## src/rtl/mem_stage.sv

```systemverilog
// rtl/mem_stage.sv - MIPS MEM stage: load/store over a req/ack bus with registered writeback.
// Optional bus-ack watchdog enabled by defining MEM_TIMEOUT_EN.
module mem_stage #(
    parameter int unsigned TIMEOUT_CYCLES = 255
) (
    input  logic        clk,
    input  logic        rst,
    input  logic        in_valid,
    input  logic [4:0]  in_wreg_addr,
    input  logic        in_wreg_enable,
    input  logic [31:0] in_wdata,
    input  logic [3:0]  in_memop,
    input  logic [31:0] in_mem_addr,
    input  logic [31:0] in_store_data,
    output logic        bus_req,
    output logic        bus_we,
    output logic [31:0] bus_addr,
    output logic [3:0]  bus_sel,
    output logic [31:0] bus_wdata,
    input  logic [31:0] bus_rdata,
    input  logic        bus_ack,
    output logic        stall_req,
    output logic [4:0]  wb_wreg_addr,
    output logic        wb_wreg_enable,
    output logic [31:0] wb_wdata,
    output logic        addr_err,
    output logic [31:0] bad_vaddr,
    output logic        bus_err
);

    typedef enum logic {IDLE, BUS} state_t;

    state_t state, state_nx;

    logic        is_load, is_store, is_byte, is_half, is_word, is_signed;
    logic        mem_op, misaligned, issue;
    logic [3:0]  sel_nx;
    logic [31:0] wdata_nx;

    logic        pend_load, pend_byte, pend_half, pend_signed;
    logic [1:0]  pend_lo;
    logic [31:0] rshift;
    logic [7:0]  rbyte;
    logic [15:0] rhalf;
    logic [31:0] load_val;
    logic        timeout;

    always_comb begin
        is_load   = 1'b0;
        is_store  = 1'b0;
        is_byte   = 1'b0;
        is_half   = 1'b0;
        is_word   = 1'b0;
        is_signed = 1'b0;
        case (in_memop)
            4'd1: begin is_load  = 1'b1; is_byte = 1'b1; is_signed = 1'b1; end
            4'd2: begin is_load  = 1'b1; is_byte = 1'b1; end
            4'd3: begin is_load  = 1'b1; is_half = 1'b1; is_signed = 1'b1; end
            4'd4: begin is_load  = 1'b1; is_half = 1'b1; end
            4'd5: begin is_load  = 1'b1; is_word = 1'b1; end
            4'd6: begin is_store = 1'b1; is_byte = 1'b1; end
            4'd7: begin is_store = 1'b1; is_half = 1'b1; end
            4'd8: begin is_store = 1'b1; is_word = 1'b1; end
            default: ;
        endcase
    end

    assign mem_op     = in_valid && (is_load || is_store);
    assign misaligned = (is_half && in_mem_addr[0]) || (is_word && (in_mem_addr[1:0] != 2'b00));
    assign issue      = mem_op && !misaligned;

    // Little-endian lanes; stores replicate so the sel mask alone picks the bytes.
    always_comb begin
        sel_nx   = 4'b1111;
        wdata_nx = in_store_data;
        if (is_byte) begin
            sel_nx   = 4'b0001 << in_mem_addr[1:0];
            wdata_nx = {4{in_store_data[7:0]}};
        end else if (is_half) begin
            sel_nx   = in_mem_addr[1] ? 4'b1100 : 4'b0011;
            wdata_nx = {2{in_store_data[15:0]}};
        end
    end

    always_comb begin
        rshift = bus_rdata >> {pend_lo, 3'b000};
        rbyte  = rshift[7:0];
        rhalf  = pend_lo[1] ? bus_rdata[31:16] : bus_rdata[15:0];
        if (pend_byte)
            load_val = pend_signed ? {{24{rbyte[7]}}, rbyte} : {24'h0, rbyte};
        else if (pend_half)
            load_val = pend_signed ? {{16{rhalf[15]}}, rhalf} : {16'h0, rhalf};
        else
            load_val = bus_rdata;
    end

`ifdef MEM_TIMEOUT_EN
    logic [31:0] to_cnt;

    assign timeout = (state == BUS) && !bus_ack && (to_cnt == TIMEOUT_CYCLES - 1);

    always_ff @(posedge clk) begin
        if (rst || state != BUS)
            to_cnt <= '0;
        else
            to_cnt <= to_cnt + 32'd1;
    end

    always_ff @(posedge clk) begin
        if (rst)
            bus_err <= 1'b0;
        else
            bus_err <= timeout;
    end
`else
    assign timeout = 1'b0;
    assign bus_err = 1'b0;
`endif

    always_ff @(posedge clk) begin
        if (rst)
            state <= IDLE;
        else
            state <= state_nx;
    end

    // stall_req drops in the ack (or timeout) cycle so EX/MEM advances on that edge.
    always_comb begin
        state_nx  = state;
        stall_req = 1'b0;
        case (state)
            IDLE: begin
                if (issue) begin
                    stall_req = 1'b1;
                    state_nx  = BUS;
                end
            end
            BUS: begin
                if (bus_ack || timeout)
                    state_nx = IDLE;
                else
                    stall_req = 1'b1;
            end
            default: state_nx = IDLE;
        endcase
    end

    always_ff @(posedge clk) begin
        if (rst) begin
            bus_req        <= 1'b0;
            bus_we         <= 1'b0;
            bus_addr       <= '0;
            bus_sel        <= '0;
            bus_wdata      <= '0;
            wb_wreg_addr   <= '0;
            wb_wreg_enable <= 1'b0;
            wb_wdata       <= '0;
            addr_err       <= 1'b0;
            bad_vaddr      <= '0;
            pend_load      <= 1'b0;
            pend_byte      <= 1'b0;
            pend_half      <= 1'b0;
            pend_signed    <= 1'b0;
            pend_lo        <= 2'b00;
        end else begin
            addr_err <= 1'b0;
            case (state)
                IDLE: begin
                    if (issue) begin
                        bus_req        <= 1'b1;
                        bus_we         <= is_store;
                        bus_addr       <= {in_mem_addr[31:2], 2'b00};
                        bus_sel        <= sel_nx;
                        bus_wdata      <= wdata_nx;
                        wb_wreg_enable <= 1'b0;
                        pend_load      <= is_load;
                        pend_byte      <= is_byte;
                        pend_half      <= is_half;
                        pend_signed    <= is_signed;
                        pend_lo        <= in_mem_addr[1:0];
                    end else if (mem_op) begin
                        addr_err       <= 1'b1;
                        bad_vaddr      <= in_mem_addr;
                        wb_wreg_enable <= 1'b0;
                    end else if (in_valid) begin
                        wb_wreg_addr   <= in_wreg_addr;
                        wb_wreg_enable <= in_wreg_enable;
                        wb_wdata       <= in_wdata;
                    end else begin
                        wb_wreg_enable <= 1'b0;
                    end
                end
                BUS: begin
                    wb_wreg_enable <= 1'b0;
                    if (bus_ack) begin
                        bus_req <= 1'b0;
                        if (pend_load) begin
                            wb_wdata       <= load_val;
                            wb_wreg_enable <= in_wreg_enable;
                            wb_wreg_addr   <= in_wreg_addr;
                        end
                    end else if (timeout) begin
                        bus_req <= 1'b0;
                    end
                end
                default: ;
            endcase
        end
    end

endmodule

```

## config.mk

```make
export PLATFORM = sky130hd
export DESIGN_NAME = mem_stage
export DESIGN_NICKNAME = d
export VERILOG_FILES = /design/src/rtl/mem_stage.sv
export SDC_FILE = /design/constraint.sdc
export NUM_CORES = 1
export LEC_CHECK = 0
export ABC_CLOCK_PERIOD_IN_PS = 3400
export BUFFER_PORTS_ARGS = -buffer_cell sky130_fd_sc_hd__clkbuf_2
export CORE_ASPECT_RATIO = 0.5
export CORE_MARGIN = 2
export CORE_UTILIZATION = 42
export DETAILED_ROUTE_END_ITERATION = 6
export PLACE_DENSITY = 0.67
export SLEW_MARGIN = 20
export SYNTH_ARGS = -nofsm -noshare
export SYNTH_HDL_FRONTEND = slang
export SYNTH_SLANG_ARGS = --single-unit
```

## constraint.sdc

```tcl
create_clock -name clk -period 3.4 [get_ports clk]
set_input_delay 0.68 -clock clk [delete_from_list [all_inputs] [get_ports clk]]
set_output_delay 0.68 -clock clk [all_outputs]
set_load 0.01 [all_outputs]
```

==> impl_metrics.tcl <==
set metrics [dict create \
    wirelength_um 23280 \
    worst_pin_slew_ns 0.7464 \
    clkPwrFrac_pct 41.7 \
    cts_resized 0 \
    synth_edf_count 0 \
    cp.required_ns 2.72 \
    place_ws_ns 0.6678 \
    fin_ws_ns 0.6713 \
    r2r_end "wb_wdata[0]" \
    start_util_pct 42.74 \
    max_slew_margin_pct 50.17 \
    placed_area_mm2 0.008942 \
    firstDrtPassIters 5 \
    port_buffers 281 \
    hold_path_class "flip-flop to flip-flop" \
    die_w_um 191.5 \
    finalCritPeriodShare_pct 80.25 \
    critical_path_buf_inv_count 1 \
    min_from "bus_addr[13]" \
    p_per_area_mw_per_mm2 477.7 \
    grt_pass1_wl_um 36400 \
    netlist_area_mm2 0.007382 \
    dieHeight_um 97.75 \
    timing.max_cap.violations 0 \
    swShare_pct 29.07 \
    clock_tree.root_cell "clkbuf_16" \
    gr-total-overflow 0 \
    avgSynthCellArea_um2 8.948 \
    num-nets-final 1211 \
    drc 0 \
    ant_nets 0 \
    ir_drop_uv 360.3 \
    num_rows 34 \
    p_switching_mw 1.324 \
    vias 7276 \
    path_delay_family "simple AND/OR/NAND/NOR gates" \
    min_path_cells 2 \
    setup_viol 0 \
    p_total_mw 4.556 \
    clock_latency_ns 0.43 \
    worst_setup_path_end_kind "primary output" \
    yosysMostFrequentCell "dfxtp_1" \
    crit_path_start "state" \
    crit_path_max_fanout 21 \
    cts_buffers 17 \
    hold_viol_final 0 \
    timing.rr.start "state" \
    p_seq_share_pct 41.3 \
    post-route-util_pct 55.22 \
    synth_top_area_share_pct 39.59 \
    p_leak_nw 4.370 \
    status "finished, final reports clean" \
    critPathKind "flip-flop to primary output" \
    fmax_mhz 366.5 \
    path_cells "or3b_1 -> mux2i_4 -> nand3_4 -> nand2_1 -> clkbuf_2" \
    cts_sinks 146 \
    worstRegToRegCells 4 \
    antenna_found_initial 0 \
    tns_ns 0 \
    antennaDiodeCount 0 \
    clockBufferDepth 2 \
    wl_per_cell_um 17.69 \
    worstHoldEndpoint "bus_addr[13]" \
    ys_ff_latch 146 \
    dpl.hpwl_um 16770 \
    drt-vias-per-instance 5.529 \
    ys_types 58 \
    core_mm2 0.01727 \
    slowest_stage "dfxtp_1" \
    cts.hold.buffers_added 0 \
    ys_seq_area_share_pct 39.59 \
    yosysTopAreaCell "dfxtp_1" \
    ys.flop_type "dfxtp_1" \
    syn_inst 825 \
    grt_start_max_net_pins 61 \
    ios 285 \
    htree_levels 4 \
    synth.area.top_cells "dfxtp_1, mux2i_1, nand2_1" \
    maxSlewViolCount 0 \
    drt-initial-drc-count 325 \
    yosysWarnings 0 \
    area_delta_synth_final_pct 29.20 \
    start_kind "flip-flop" \
    comb_power_share_pct 17.0 \
    finalCriticalPeriod_ns 2.729 \
    drive_gt1_share_pct 36.14 \
    cts_tree "built" \
    p_int_mw 3.232 \
    cp_slowest_stage_delay_ns 0.55 \
    synth_top_cells_by_count "dfxtp_1, nand2_1, mux2i_1" \
    grt_pass1_vias 6943 \
    synthArstFlopShare_pct 0 \
    final_area_mm2 0.009538 \
    dieArea_mm2 0.01872 \
    rsz0062_at_grt "false" \
    gpl.final_weighted_congestion 0.8559 \
    reg2reg_slack_ns 1.17 \
    post-cts-setup-buffer-count 0 \
    skew_ns 0.007859 \
    clkSlewWorstSetupHoldPaths_ns 0.06 \
    crit_arrival_ns 2.05 \
    track_usage_pct 24.46 \
]
[metrics by stage]
stage,hold slack (ns),cells
4_1_cts,0.4590,1316
3_3_place_gp,0.4431,1284
3_5_place_dp,0.4485,1284
6_report,0.4587,1316
2_1_floorplan,0.4790,827
5_1_grt,0.4726,1316
[how the worst max path moves through the flow]
| stage | endpoint | slack, ns | cells after the start |
|---|---|---|---|
| 2_1_floorplan | stall_req | 0.52 | 8 |
| 3_3_place_gp | stall_req | 0.75 | 6 |
| 3_5_place_dp | bad_vaddr[8] | 0.67 | 7 |
| 4_1_cts | stall_req | 0.67 | 5 |
| 5_1_grt | stall_req | 0.57 | 5 |
| 6_report | stall_req | 0.67 | 5 |
[power groups by stage]
stage	combinational, mW	clock (mW)	sequential, mW
after floorplan	0.427	0	1.95
after global placement	0.761	0	1.92
after detailed placement	0.774	0	1.92
after CTS	0.777	1.93	1.88
after global routing	0.849	2.01	1.89
final	0.774	1.90	1.88
[cells by family (layout without fill, tap and decap cells)]
| logic type | Yosys count | in the layout | synth area share [%] |
|---|---|---|---|
| other | 1 | 3 | 0.05080 |
| muxes | 108 | 108 | 16.44 |
| xor gates and xnor gates | 1 | 1 | 0.1187 |
| buffers and inverters | 105 | 360 | 6.610 |
| DFF | 146 | 146 | 39.59 |
| AOI/OAI and AO/OA | 203 | 203 | 20.05 |
| and+or+nand+nor | 261 | 261 | 17.14 |
[per-layer routing]
layer,global-route usage [%],share of wire (%),wire length (µm),vias to the layer above
li1,-,-,-,3515
met4,9.645,2.4,551,0
met3,5.895,7.5,1747,40
met1,30.90,43,10070,3443
met5,0,0,0,-
met2,40.43,47,10910,278
[flip-flops by register name, summed over array words and instances (netlist names)]
signal          flops
addr_err            1
bad_vaddr          32
bus_addr           30
bus_req             1
bus_sel             4
bus_wdata          32
bus_we              1
pend_byte           1
pend_half           1
pend_lo             2
pend_load           1
pend_signed         1
state               1
wb_wdata           32
wb_wreg_addr        5
wb_wreg_enable      1
[placed cells by master, fill, tap and decap left out, drive strengths merged, types with 3 or more instances in the layout]
cell type  instances
clkbuf           300
dfxtp            146
nand2            141
mux2i             78
o21ai             42
a311oi            32
buf               28
nor3              26
a21oi             25
mux2              23
nor2b             23
inv               21
a221oi            19
o31ai             17
a31o              13
nor2              11
nor3b             10
and3              10
a31oi             10
nand4              9
nand3              9
o211a              8
o21bai             8
o221ai             8
o211ai             8
clkinv             8
mux4               7
nand3b             5
a211oi             4
nor4               4
conb               3
[final cells by class]
type                            instances  area [µm²]
Fill cell                            1639        7734
Multi-Input combinational cell        576        4000
Sequential cell                       146        2923
Timing Repair Buffer                  309        1654
Clock buffer                           19       452.9
Tap cell                              234       292.8
Clock inverter                         13       142.6
Inverter                               19       72.57
[worst reg2reg max path, cell delays in order, from the launching register on]
cell      delay, ns
dfxtp_1        0.79
inv_1          0.42
buf_4          0.34
a221oi_1       0.43
a21oi_1        0.12
No activity file was read; power rests on OpenSTA's default activity.
